`config.mk`:
```
export PLATFORM = sky130hd
export DESIGN_NAME = ar_addr_ctrl
export DESIGN_NICKNAME = d
export VERILOG_FILES = /design/src/rtl/ar_addr_ctrl_pkg.sv /design/src/rtl/ar_addr_ctrl_dffr.sv /design/src/rtl/ar_addr_ctrl.sv
export SDC_FILE = /design/constraint.sdc
export NUM_CORES = 1
export LEC_CHECK = 0
export CAP_MARGIN = 20
export CORE_ASPECT_RATIO = 1.5
export CORE_MARGIN = 2
export CORE_UTILIZATION = 48
export CTS_CLUSTER_DIAMETER = 40
export DETAILED_ROUTE_END_ITERATION = 7
export PLACE_DENSITY = 0.8
export SYNTH_ARGS = -nofsm -noshare
export SYNTH_HDL_FRONTEND = slang
export SYNTH_HIERARCHICAL = 1
export SYNTH_SLANG_ARGS = --single-unit
```
`constraint.sdc`:
```
create_clock -name clk -period 3.11 [get_ports clk]
set_input_delay 0.4665 -clock clk [delete_from_list [all_inputs] [get_ports clk]]
set_output_delay 0.4665 -clock clk [all_outputs]
set_load 0.05 [all_outputs]
```
`src/rtl/ar_addr_ctrl_pkg.sv`:
```
// Shared constants and state encoding for the auxiliary-register sequencer.
// Op codes, post-modify codes and FSM states used by the controller and its bench.
package ar_addr_ctrl_pkg;

  localparam logic [2:0] OP_NOP  = 3'd0;
  localparam logic [2:0] OP_LAR  = 3'd1;
  localparam logic [2:0] OP_SAR  = 3'd2;
  localparam logic [2:0] OP_LARP = 3'd3;
  localparam logic [2:0] OP_IND  = 3'd4;

  localparam logic [1:0] MOD_NONE = 2'b00;
  localparam logic [1:0] MOD_INC  = 2'b01;
  localparam logic [1:0] MOD_DEC  = 2'b10;

  typedef enum logic [1:0] {
    S_IDLE   = 2'd0,
    S_ISSUE  = 2'd1,
    S_UPDATE = 2'd2
  } state_e;

endpackage

```
`src/rtl/ar_addr_ctrl_dffr.sv`:
```
// Enable register with asynchronous active-high reset to zero.
// Holds AR0, AR1 and ARP inside the auxiliary-register sequencer.
module dffr #(
  parameter int W = 16
) (
  input  logic         clk,
  input  logic         rst,
  input  logic         en,
  input  logic [W-1:0] d,
  output logic [W-1:0] q
);

  always_ff @(posedge clk or posedge rst) begin
    if (rst) begin
      q <= '0;
    end else if (en) begin
      q <= d;
    end
  end

endmodule

```
`src/rtl/ar_addr_ctrl.sv`:
```
// Auxiliary register sequencer: executes LAR/SAR/LARP directly in IDLE and runs
// indirect accesses as IDLE -> ISSUE (address out, wait ack) -> UPDATE (post-modify).
module ar_addr_ctrl
  import ar_addr_ctrl_pkg::*;
#(
  parameter int W  = 16,
  parameter int AW = 8
) (
  input  logic          clk,
  input  logic          reset,
  input  logic          op_valid,
  output logic          op_ready,
  input  logic [2:0]    op_code,
  input  logic          ar_sel,
  input  logic [1:0]    mod,
  input  logic          nxt_arp_en,
  input  logic          nxt_arp,
  input  logic [W-1:0]  lar_data,
  output logic [AW-1:0] addr_out,
  output logic          addr_valid,
  input  logic          addr_ack,
  output logic [W-1:0]  sar_data,
  output logic          sar_valid,
  output logic          arp,
  output logic [W-1:0]  ar0,
  output logic [W-1:0]  ar1,
  output logic [1:0]    state_dbg
);

  // Handshake: an op transfers on a rising edge where op_valid && op_ready; the
  // decoder holds op_valid and its fields stable until then. addr_valid stays high
  // with addr_out stable until a rising edge where addr_valid && addr_ack.
  localparam logic [W-1:0] ONE_W = {{(W-1){1'b0}}, 1'b1};

  state_e        state_q, state_d;
  logic [AW-1:0] addr_q, addr_d;
  logic          addr_valid_q, addr_valid_d;
  logic [W-1:0]  sar_data_q, sar_data_d;
  logic          sar_valid_q, sar_valid_d;
  logic [1:0]    mod_q, mod_d;
  logic          nxt_arp_en_q, nxt_arp_en_d;
  logic          nxt_arp_q, nxt_arp_d;

  logic          ar0_en, ar1_en, arp_en;
  logic [W-1:0]  ar0_d, ar1_d;
  logic          arp_d;
  logic [W-1:0]  cur_ar, upd_ar;
  logic          accept;

  dffr #(.W(W)) u_ar0 (.clk(clk), .rst(reset), .en(ar0_en), .d(ar0_d), .q(ar0));
  dffr #(.W(W)) u_ar1 (.clk(clk), .rst(reset), .en(ar1_en), .d(ar1_d), .q(ar1));
  dffr #(.W(1)) u_arp (.clk(clk), .rst(reset), .en(arp_en), .d(arp_d), .q(arp));

  assign cur_ar = arp ? ar1 : ar0;
  assign accept = op_valid && op_ready;

  always_comb begin
    case (mod_q)
      MOD_INC: upd_ar = cur_ar + ONE_W;
      MOD_DEC: upd_ar = cur_ar - ONE_W;
      default: upd_ar = cur_ar;
    endcase
  end

  always_comb begin
    state_d      = state_q;
    addr_d       = addr_q;
    addr_valid_d = addr_valid_q;
    sar_data_d   = sar_data_q;
    sar_valid_d  = 1'b0;
    mod_d        = mod_q;
    nxt_arp_en_d = nxt_arp_en_q;
    nxt_arp_d    = nxt_arp_q;
    ar0_en       = 1'b0;
    ar1_en       = 1'b0;
    arp_en       = 1'b0;
    ar0_d        = ar0;
    ar1_d        = ar1;
    arp_d        = arp;
    op_ready     = 1'b0;

    case (state_q)
      S_IDLE: begin
        op_ready = 1'b1;
        if (accept) begin
          case (op_code)
            OP_LAR: begin
              if (ar_sel) begin
                ar1_en = 1'b1;
                ar1_d  = lar_data;
              end else begin
                ar0_en = 1'b1;
                ar0_d  = lar_data;
              end
            end
            OP_SAR: begin
              sar_data_d  = ar_sel ? ar1 : ar0;
              sar_valid_d = 1'b1;
            end
            OP_LARP: begin
              arp_en = 1'b1;
              arp_d  = ar_sel;
            end
            OP_IND: begin
              addr_d       = cur_ar[AW-1:0];
              addr_valid_d = 1'b1;
              mod_d        = mod;
              nxt_arp_en_d = nxt_arp_en;
              nxt_arp_d    = nxt_arp;
              state_d      = S_ISSUE;
            end
            default: ;
          endcase
        end
      end
      S_ISSUE: begin
        if (addr_ack) begin
          addr_valid_d = 1'b0;
          state_d      = S_UPDATE;
        end
      end
      S_UPDATE: begin
        // The AR written is the one selected by ARP before any ARP reload.
        if (arp) begin
          ar1_en = 1'b1;
          ar1_d  = upd_ar;
        end else begin
          ar0_en = 1'b1;
          ar0_d  = upd_ar;
        end
        if (nxt_arp_en_q) begin
          arp_en = 1'b1;
          arp_d  = nxt_arp_q;
        end
        state_d = S_IDLE;
      end
      default: state_d = S_IDLE;
    endcase
  end

  always_ff @(posedge clk or posedge reset) begin
    if (reset) begin
      state_q      <= S_IDLE;
      addr_q       <= '0;
      addr_valid_q <= 1'b0;
      sar_data_q   <= '0;
      sar_valid_q  <= 1'b0;
      mod_q        <= MOD_NONE;
      nxt_arp_en_q <= 1'b0;
      nxt_arp_q    <= 1'b0;
    end else begin
      state_q      <= state_d;
      addr_q       <= addr_d;
      addr_valid_q <= addr_valid_d;
      sar_data_q   <= sar_data_d;
      sar_valid_q  <= sar_valid_d;
      mod_q        <= mod_d;
      nxt_arp_en_q <= nxt_arp_en_d;
      nxt_arp_q    <= nxt_arp_d;
    end
  end

  assign addr_out   = addr_q;
  assign addr_valid = addr_valid_q;
  assign sar_data   = sar_data_q;
  assign sar_valid  = sar_valid_q;
  assign state_dbg  = state_q;

endmodule

```
* Yosys cells after proc, flatten, opt, wreduce, memory -nomap -nowiden
Index checks and enable logic that the tools add are counted.
Widths: inputs -> output; s select.
** Operators by class
- Bitwise gates (word level) :: 0
- $mul :: 0
- Equal/unequal tests :: 18
- Reductions and logical operators :: 11
- Order comparisons :: 0
- Shift operators :: 0
- Divide/modulo/power cells :: 0
- $add $sub $neg :: 2
- Mux-type cells :: 43
** Operators with widths (number)
- $mux 16 :: 10
- $pmux 16 s2 :: 3
- $mux 1 :: 21
- $add 16x1->16 const B :: 1
- $sub 16x1->16 const B :: 1
- $ne 2x2->1 const B :: 6
- $reduce_and 6->1 :: 2
- $pmux 1 s2 :: 5
- $reduce_and 3->1 :: 3
- $ne 2x1->1 const B :: 4
- $eq 3x2->1 const B :: 2
- $mux 2 :: 3
- $reduce_and 5->1 :: 1
- $eq 2x1->1 const B :: 2
- $eq 2x2->1 const B :: 2
- $pmux 2 s2 :: 1
- $reduce_and 4->1 :: 1
- $reduce_bool 2->1 :: 2
- $eq 3x1->1 const B :: 1
- $eq 3x3->1 const B :: 1
- $logic_not 2->1 :: 1
- $logic_and 1x1->1 :: 1
** Storage, ports and cells
- RAM bits :: 0
- Memories kept :: 0
- Bits of input ports :: 28
- Output and inout port bits :: 62
- Word-level logic and storage cells :: 85
- Register bits :: 65
- Bits in latches :: 0
- Bits in read-only memories :: 0

* Depth between registers and ports, before layout
Gate-level depths: netlist of run 1.
- Depth after elaboration :: 6
- Gate-level depth with buffers :: 15
- Depth with buffers taken out :: 12

* Hierarchy
The synthesis of run 1 kept the hierarchy.
** By module, submodules not included
- ar_addr_ctrl :: seq. area each 800.8 sq um, cells each 432, times used 1, area each 3508.4 sq um
- dffr at u_ar0 ... :: seq. area each 400.4 sq um, cells each 35, times used 2, area each 653.1 sq um
- dffr at u_arp :: seq. area each 25.0 sq um, cells each 3, times used 1, area each 43.8 sq um

* Worst setup path after synthesis of run 1
Ideal clock, no wire load.
- Path kind :: flip-flop to flip-flop
- From :: register u_arp.q
- To :: register u_ar0.q[14]
- Arrival time :: 3590 ps
- Slack :: -605 ps
- Required time :: 2985 ps
- Stages on the path, launching flop included :: 14
- Library setup time :: 125 ps
- Path buffers :: 2
- Period minus slack after synthesis :: 3715 ps
- Path through :: dfrtp_1 buf_6 clkbuf_8 mux2_2 ha_1 a21o_1 a21oi_1 o31ai_1 nand4b_1 a21bo_2 o21ai_1 o41ai_2 a221o_1 mux2_4
** Between the ends
- Cells in the longest elaborated chain, start to end :: 5
- Elaborated cells on any way between the ends :: 10
- Those cells by class :: add/sub: 2; eq/ne: 1; mux: 6; reduce/logical: 1
** Ends and longest elaborated chain
- from (decl) :: line ar_addr_ctrl_dffr.sv:10 : output logic [W-1:0] q
- from (signal assigned) :: line ar_addr_ctrl_dffr.sv:15 : q <= '0;
- from (signal assigned) :: line ar_addr_ctrl_dffr.sv:17 : q <= d;
- $mux 16 * :: line ar_addr_ctrl.sv:54 : assign cur_ar = arp ? ar1 : ar0;
- via cur_ar[2] :: line ar_addr_ctrl.sv:47 : logic [W-1:0] cur_ar, upd_ar;
- $sub 16x1->16 / $add 16x1->16 (equally long branches) :: line ar_addr_ctrl.sv:60, ar_addr_ctrl.sv:59
- $pmux 16 s2 * :: line ar_addr_ctrl.sv:58 : case (mod_q)
- $mux 16 * :: line ar_addr_ctrl.sv:124 : if (arp) begin
- $pmux 16 s2 * :: line ar_addr_ctrl.sv:82 : case (state_q)
- via ar0_d[14] :: line ar_addr_ctrl.sv:45 : logic [W-1:0] ar0_d, ar1_d;
- to (signal assigned) :: line ar_addr_ctrl_dffr.sv:15
- to (signal assigned) :: line ar_addr_ctrl_dffr.sv:17
- to (decl) :: line ar_addr_ctrl_dffr.sv:10
The timed path passes the listed nets; every way through them passes the cells marked *. The select of a mux whose other input is x is not followed.
A chain may end at the register's enable or synchronous reset.

* Worst setup path in the final report of run 1
- From :: register u_arp.q
- To :: register u_ar1.q[15]
** Between the ends
- Cells in the longest elaborated chain, start to end :: 5
- Elaborated cells on any way between the ends :: 10
- Those cells by class :: add/sub: 2; eq/ne: 1; mux: 6; reduce/logical: 1
** Ends and longest elaborated chain (line)
- $mux 16 * :: ar_addr_ctrl.sv:54
- $sub 16x1->16 / $add 16x1->16 (equally long branches) :: ar_addr_ctrl.sv:60, ar_addr_ctrl.sv:59
- $pmux 16 s2 * :: ar_addr_ctrl.sv:58
- $mux 16 * :: ar_addr_ctrl.sv:124
- $pmux 16 s2 * :: ar_addr_ctrl.sv:82
- via ar1_d[15] :: ar_addr_ctrl.sv:45
- to (signal assigned) :: ar_addr_ctrl_dffr.sv:15
- to (signal assigned) :: ar_addr_ctrl_dffr.sv:17
- to (decl) :: ar_addr_ctrl_dffr.sv:10
Marked as above.

==> results of run 1 <==
-- through the flow --
stage / worst slack [ns] / hold WS (ns)
2_1_floorplan: -0.118 / 0.195
3_3_place_gp: 0.0331 / 0.462
3_5_place_dp: -0.0674 / 0.471
4_1_cts: 0.0107 / 0.362
5_1_grt: -0.0689 / 0.405
6_report: 0.0142 / 0.373
-- sequential cells by signal, indices dropped and copies added, names as in the netlist --
name / cells
u_ar0/q: 16
sar_data: 16
addr_out: 8
sar_valid: 1
state_dbg: 2
nxt_arp_q: 1
u_arp/q: 1
nxt_arp_en_q: 1
addr_valid: 1
mod_q: 2
u_ar1/q: 16
-- synthesized netlist by cell type (all sizes together) (2+ instances only) --
library cell and number:
nand4b 3, nand2 47, and2 7, nor2b 3, o311ai 2, o21a 3
nand4 3, nand3 11, inv 22, a211oi 3, clkbuf 19, a31oi 5
ha 14, a21o 5, mux2 54, and3b 2, xor2 6, a21oi 18
a31o 2, o31ai 6, a221oi 9, a32o 6, a2111oi 3, a221o 12
dfrtp 65, o22ai 3, buf 15, nor3 7, mux2i 23, a22oi 13
xnor2 8, nor2 32, nor4 2, o21ai 52, nand2b 2, nor3b 5
-- where the power goes --
part           total, W  switching (W)  leakage, nW  internal (W)
registers       0.00114       0.000154        0.885      0.000984
logic           0.00270        0.00155         1.87       0.00115
clock network  0.000997       0.000378        0.139      0.000619
-- logic make-up after synthesis --
family	after synthesis	share of synthesized area, %
fa+ha+maj	15	4.02
xor+xnor	14	2.52
compound gates	149	21.3
buf+inv	56	6.59
flops	65	33.5
simple gates	128	12.6
mux	78	19.4
-- cell usage in the layout (no fill, tap or decap), types with 20 or more instances in the layout --
master | synthesis | final
clkdlybuf4s50_1 | 0 | 89
dfrtp_1 | 65 | 64
buf_4 | 0 | 57
o21ai_0 | 51 | 49
nand2_1 | 47 | 45
nor2_1 | 32 | 29
mux2_2 | 32 | 28
mux2_4 | 22 | 26
inv_1 | 22 | 22
mux2i_1 | 23 | 20
-- layout make-up --
type / instances / area (µm²) / share of cell area (%)
clock inverter: 5 / 56.3 / 0.838
sequential: 65 / 1630 / 24.3
inverter: 22 / 82.6 / 1.23
multi-input combinational: 384 / 3200 / 47.7
clock buffer: 11 / 233 / 3.46
tap: 117 / 146 / 2.18
timing repair buffer: 149 / 1370 / 20.4
-- metal layers --
metal	global-route usage, %	vias to the layer above	wire, µm
met5	0	-	0
met4	15.8	0	626
met3	4.91	55	983
met2	47.2	253	7910
met1	34.1	2323	6070
li1	-	2128	-
-- worst paths after layout --
check	end	startpoint	slack, ns	depth (start not counted)
worst max-delay path	u_ar1/q[15]	u_arp/q	0.01	11
worst min register to register	addr_out[4]	addr_out[4]	0.48	2
min in group clk	addr_out[4]	addr_out[4]	0.48	2
worst min-delay path	u_arp/q	reset	0.37	2
worst max register to register	u_ar1/q[15]	u_arp/q	0.01	11
max in group asynchronous	sar_data[13]	reset	1.66	3
-- timing repair --
| action | 4_1_cts | 5_1_grt |
|---|---|---|
| buffers inserted | 1 | 13 |
| setup endpoints to repair | 9 | 13 |
| pin swaps | 1 | 13 |
| gates resized for setup | 1 | 21 |
| endpoints found under the hold margin | 0 | 0 |
==> summary.md, run 1 <==
The flow ran to the end, and the final reports show no timing, DRC or antenna violations. The category of the most critical setup path was reg -> reg. For the number of H-tree levels, the log shows 3. The longest clock path from root to sink contains 2 buffers.

The half-perimeter wire length after detailed placement is 11.2 mm. In the final routed layout, each cell accounts on average for 20.7 µm. The die covers 11000 µm². After synthesis, the mean cell area works out to 9.62 µm². Net count after synthesis: 548. At the end of the flow the core is filled with cells to 67.4%. The proportion of layout cells with a drive suffix above 1 is 27.0%.

The filler cells instantiated in the layout total 739. By area the synthesized netlist is led by dfrtp_1 33%, mux2_2 7.4%, mux2_4 6.8%. The largest clock skew in the final design came out at 0.00936 ns. The logs give 0 for the final number of max-transition violations and 48.8% for the initial core utilization.

Of all flip-flops after synthesis, the portion carrying an async set or reset was 100%. The static leakage power was 2.89 nW. Grouping stages by cell kind, the critical path spends the most delay in compound AO/OA/AOI/OAI gates.

Master cell of the clock root buffer: clkbuf_16. The maximum number of pins on one net before global-route repair was 34. The register bit total from synthesis is 65, and the wire length of the first global-routing pass is 24.3 mm. The tools report the number of hold violations in the final report as 0. The tools report the startpoint kind of the worst setup timing path as a flip-flop.

The floorplan step set the die width to 86.1 µm. After layout, the worst path uses 99.5% of the clock period. The worst setup path is captured at a flip-flop.

Summed over its instances, the top area cell type makes up 33.5% of the synthesized netlist area. Residual DRC count: 0. The logs give 0 for the number of endpoints failing setup at the final stage and 3.31 ns for the endpoint arrival time on the critical path. The sum of negative setup slack was 0 ns; the number of buffers inserted during clock tree synthesis was 9. Walking the worst path, the cells encountered are buf_12 > buf_4 > mux2_4 > ha_4 > a31o_4 > a21o_4 > a31o_4 > a2111oi_4 > xor2_1 > a21oi_1 > mux2_2. The largest total area in the synthesized netlist belongs to dfrtp_1. For the worst-skew pair, the clock arrives at the later sink with an insertion delay of 0.33 ns.

Synthesis produced a netlist whose cell count is 505. Achievable frequency: 323 MHz. The tools report the cell area after synthesis as 4860 µm². The global-route usage over all layers is 28.3%. Vertical die dimension: 127 µm. The pre-antenna-repair detailed-routing pass consisted of 6 iterations. The most repeated library cell on the critical path was a31o_4. For this design, the slowest cell found on the critical path is dfrtp_4. Power per cell area: 720 nW/µm².

After routing the design area is 6720 µm². Number of cells in the finished layout apart from fillers: 753. The tools report the number of buffers inserted for hold repair after clock tree synthesis as 0. The total grt overflow came out at 0. The number of enable flip-flop cells after synthesis came out at 0.

The tightest min-delay check is of the in -> async type. The number of different library cells used by synthesis comes to 60. For this design the top-level I/O count stands at 90.

Counting both buffers and inverters, the worst setup path holds a total of 2. The count of antenna-violating nets left after detailed routing is 0. The tools report the global placement routability congestion as 1.00. For the instance area after placement, the log shows 6200 µm². The number of antenna diodes in the final layout is 0.

The detailed-route vias per instance was 6.32. For the pin with the worst max-slew slack, the measured transition is 0.934 ns. Max-cap violations in this run came to 0. The worst pin sits at a relative slew slack of 37.7%. The via count of the first global-routing pass is 4637, and the synthesis-to-layout area growth is 38.3%. Time the final worst path needs with I/O delays and setup: 3.10 ns. The total number of vias was 4759; the critical-path maximum fanout was 6. The number of DRC violations after detailed-routing iteration 0 was 510; the cell total after placement was 723. Main flop type after synthesis: dfrtp_1. Setup repair after global routing could not meet its margin everywhere.

The final layout contains routed wiring with a total length of 15.6 mm. The total number of nets in the final design is 674, and the worst vdd rail ir drop is 0.000454 V. Yosys printed 6 warnings.

The placeable core region was 9970 µm². The run gives 65 as the clock sink count. In this design, the stage delay of the slowest critical-path cell is 0.49 ns. At the worst endpoint, the required time is 3.33 ns. Clock-pin slew was measured on the worst setup and hold paths at 0.06 ns.

Proportion of synthesized chip area in sequential cells: 33.5%. The initial antenna violation count was 0; the total design power was 0.00484 W. TritonCTS built the clock tree.

Input and output buffers added on the ports amount to 89. Number of cell rows: 45.
No activity file was read; power rests on OpenSTA's default activity.
==> run 2: changes to the inputs <==
--- a/config.mk
+++ b/config.mk
@@ -5,13 +5,14 @@
 export SDC_FILE = /design/constraint.sdc
 export NUM_CORES = 1
 export LEC_CHECK = 0
+export ABC_AREA = 1
 export CAP_MARGIN = 20
 export CORE_ASPECT_RATIO = 1.5
 export CORE_MARGIN = 2
-export CORE_UTILIZATION = 48
+export CORE_UTILIZATION = 49
 export CTS_CLUSTER_DIAMETER = 40
 export DETAILED_ROUTE_END_ITERATION = 7
-export PLACE_DENSITY = 0.8
+export PLACE_DENSITY = 0.81
 export SYNTH_ARGS = -nofsm -noshare
 export SYNTH_HDL_FRONTEND = slang
 export SYNTH_HIERARCHICAL = 1
==> run 2 against run 1 <==
  * Clock power is 10% higher
  * Design area fell by 2.4%
  * Core utilization decreased by 4.8 points
  * Via count rose by 23%
  * Critical endpoint is now u_ar1/q[12]
  * Largest power group unchanged
==> summary.md, run 2 <==
The flow ran to the end, and the final reports show no timing, DRC or antenna violations. The number of DRC violations after detailed-routing iteration 0 is 630 (+24%). The clock transition at the register clock pins on the worst setup and hold paths after CTS was 0.06 ns (about the same); the cell area after synthesis was 5230 µm² (+7.7%). STA classifies the critical path endpoint as a flip-flop. The tools report the total number of nets in the final design as 908 (+35%). The residual DRC count is 0 (unchanged). The routed wire length per instance was 17.8 µm (-14%); the combinational power share was 63.4% (+7.5 points). The net count after synthesis was 824 (+50%); the via count of the first global-routing pass was 5433 (+17%). The internal power consumption is 0.00354 W (+29%). The logs give 781 (+55%) for the gate count after technology mapping and 6240 µm² (+0.56%) for the instance area after placement. Clock network fraction of total power: 14.2% (-6.4 points).

The library cell used most frequently in the layout, excluding fill and tap cells, is nand2_1. The run gives 0 (unchanged) as the number of antenna cells inserted. The logs give 90 (unchanged) for the I/O pin count and 0 ns (unchanged) for the sum of negative setup slack. The run gives 49.9% (+1.2 points) as the initial core utilization. The minimum setup slack after placement is 0.209 ns (+0.277 ns), and the total of max-cap violations is 0 (unchanged).

The tree is rooted in a clkbuf_16. The number of enable flip-flop cells after synthesis works out to 0 (unchanged). Setup repair after global routing left no endpoint under its margin. The startpoint kind of the worst setup timing path is a flip-flop. The tools report the global placement routability congestion as 0.977 (-2.3%). The synthesis-to-layout area growth was 25.4%; the half-perimeter wire length after detailed placement was 13.1 mm (+17%). The share of the synthesized area in the top cell type works out to 31.1% (-2.4 points).

The proportion of layout cells with a drive suffix above 1 is 12.3% (-15 points), and the count of input and output buffers is 89 (unchanged). The endpoint arrival time on the critical path is 3.13 ns (-0.18 ns), and the register bit total from synthesis is 65 (unchanged). The detailed-route vias per instance is 5.79 (-8.3%). The wire length of the first global-routing pass is 28.1 mm (+16%).

The distinct cell type count after synthesis is 44 (-27%). In this run the worst hold path is classified as in -> async. The logs give 4.40% (-0.51 points) for the global routing usage on met3 and 0 (unchanged) for the number of buffers inserted for hold repair after clock tree synthesis. The logs give 31.1% (-2.4 points) for the proportion of synthesized chip area in sequential cells and 0 (unchanged) for the count of antenna-violating nets left after detailed routing. The run gives 0.00419 W (+100%) as the net switching power figure.

The commonest cells after synthesis are 226 x nand2_1, 71 x nor2_1, 65 x dfrtp_1, 58 x inv_1, 56 x o21ai_0. The fraction of registers with async set or reset after synthesis is 100% (unchanged), and the global-route usage over all layers is 32.1% (+3.8 points). In the layout the commonest cells are 226 x nand2_1, 89 x clkdlybuf4s50_1, 71 x nor2_1. For the achievable frequency, the log shows 350 MHz (+8.3%). The run gives 46 (+2.2%) as the number of cell rows. The placeable core region was 10500 µm² (+5.1%). For the static leakage power, the log shows 3.07 nW (+6.0%). The ratio of final minimum period to clock period is 91.9% (-7.6 points).

The part of the power in registers was 22.3% (-1.2 points); the number of hold violations in the final report was 0 (unchanged). The total grt overflow came out at 0 (unchanged). The logs give 65 (unchanged) for the clock sink count and 3 (unchanged) for the number of H-tree levels. TritonCTS built the clock tree. For the global routing usage on met1, the log shows 39.1% (+5.0 points). Post-synthesis area per instance: 6.70 µm² (-30%). By area the synthesized netlist is led by dfrtp_1 31%, nand2_1 16%, o21ai_0 5.4%. Actual slew at the worst max-slew pin: 0.816 ns (-0.118 ns). The run gives 18.1 mm (+16%) as the total wire length.

The logs give 3.39 ns (+0.06 ns) for the data required time of the critical path and 985 (+33%) for the filler cell count in the final layout. The number of buffers inserted during clock tree synthesis was 9 (unchanged); the largest clock skew in the final design was 0.0107 ns (+0.00130 ns). The critical-path maximum fanout was 20 (+14); the time the final worst path needs with I/O delays and setup was 2.86 ns (-0.237 ns). The category of the most critical setup path was reg -> reg. The total number of vias was 5874 (+23%); the total design power was 0.00774 W (+60%).

The number of warnings printed during yosys synthesis was 6 (unchanged). dfrtp_1 takes more of the synthesized area than any other cell. The iteration count of the initial detailed-routing pass was 5 (-1); the initial antenna violation count was 0 (unchanged). For the worst setup margin, the log shows 0.251 ns (+0.237 ns). The power per cell area was 1180 nW/µm² (+64%); the maximum count of clock buffers along a single path was 2 (unchanged). Met2 track demand over resource: 51.2% (+4.1 points). The relative slew slack was 45.5% (+7.9 points); the vertical die dimension was 131 µm (+2.6%). The run gives 34 (unchanged) as the maximum number of pins on one net before global-route repair. The run gives 0.33 ns (about the same) as the clock latency reported for the late side of the worst-skew pair.

met2 is the most crowded layer. The area enclosed by the die boundary is 11500 µm² (+5.3%). Yosys instantiated no cell more often than nand2_1. The switching part of the total is 54.2% (+11 points), and the horizontal die dimension is 88.4 µm (+2.6%). For the worst vdd rail ir drop, the log shows 0.000578 V (+27%).

The run gives 0 (unchanged) as the number of endpoints failing setup at the final stage. The main flop type after synthesis is dfrtp_1. The final number of max-transition violations is 0 (unchanged), and the final design area excluding fillers is 6560 µm² (-2.4%).
run 2: cell type report:
| class | instances | area, µm² | area share [%] |
|---|---|---|---|
| Clock buffer | 12 | 246 | 3.76 |
| Clock inverter | 4 | 76.3 | 1.16 |
| Inverter | 66 | 258 | 3.93 |
| Multi-Input combinational cell | 611 | 3110 | 47.4 |
| Sequential cell | 65 | 1630 | 24.8 |
| Tap cell | 144 | 180 | 2.75 |
| Timing Repair Buffer | 112 | 1060 | 16.2 |
run 2: final timing paths:
path	startpoint	to	slack [ns]	depth (start not counted)
max	u_arp/q	u_ar1/q[12]	0.25	13
min	reset	u_arp/q	0.41	2
max reg2reg	u_arp/q	u_ar1/q[12]	0.25	13
min reg2reg	addr_out[3]	addr_out[3]	0.49	2
max in group asynchronous	reset	sar_data[0]	1.77	3
min in group clk	addr_out[3]	addr_out[3]	0.49	2
run 2: metal layers:
layer | routed length (µm) | vias to the layer above
met5 | 0 | -
met4 | 1400 | 0
met3 | 1430 | 93
met2 | 8440 | 360
met1 | 6790 | 2672
li1 | - | 2749
run 2: cells by family after synthesis:
family	after synthesis	synth area share, %
and+or+nand+nor	419	35.8
AOI/OAI and AO/OA	169	18.4
buffers and inverters	105	9.61
DFF	65	31.1
adders and majority gates	15	3.73
xor gates and xnor gates	7	1.17
muxes	1	0.191
run 2: timing repair:
action                                  4_1_cts  5_1_grt
endpoints found under the setup margin        0        1
setup buffers                                 0        0
resized for setup                             0        1
run 2: worst max-delay path: stages, from the launching register on:
cell	delay, ns
dfrtp_1	0.50
buf_4	0.31
inv_2	0.17
nand2_2	0.13
nand2_2	0.07
ha_1	0.33
a21oi_1	0.34
o21a_1	0.20
nand4_1	0.11
nand3_2	0.13
nand3_1	0.15
a21oi_1	0.18
nand2_1	0.07
nand2_1	0.09
run 2: metrics by stage:
| stage | hold WS (ns) | cells | utilization [%] |
|---|---|---|---|
| after global placement | 0.468 | 998 | 59.6 |
| after global routing | 0.405 | 1014 | 62.6 |
| after CTS | 0.390 | 1014 | 62.6 |
| after detailed placement | 0.477 | 998 | 59.6 |
| final | 0.407 | 1014 | 62.6 |
| after floorplan | 0.195 | 781 | - |
run 2: power groups by stage:
stage	sequential (W)	clock (W)	combinational, W
finish	0.00173	0.00110	0.00491
global route	0.00177	0.00113	0.00530
CTS	0.00171	0.00111	0.00487
detailed placement	0.00172	0	0.00484
global placement	0.00171	0	0.00480
floorplan	0.00277	0	0.00219
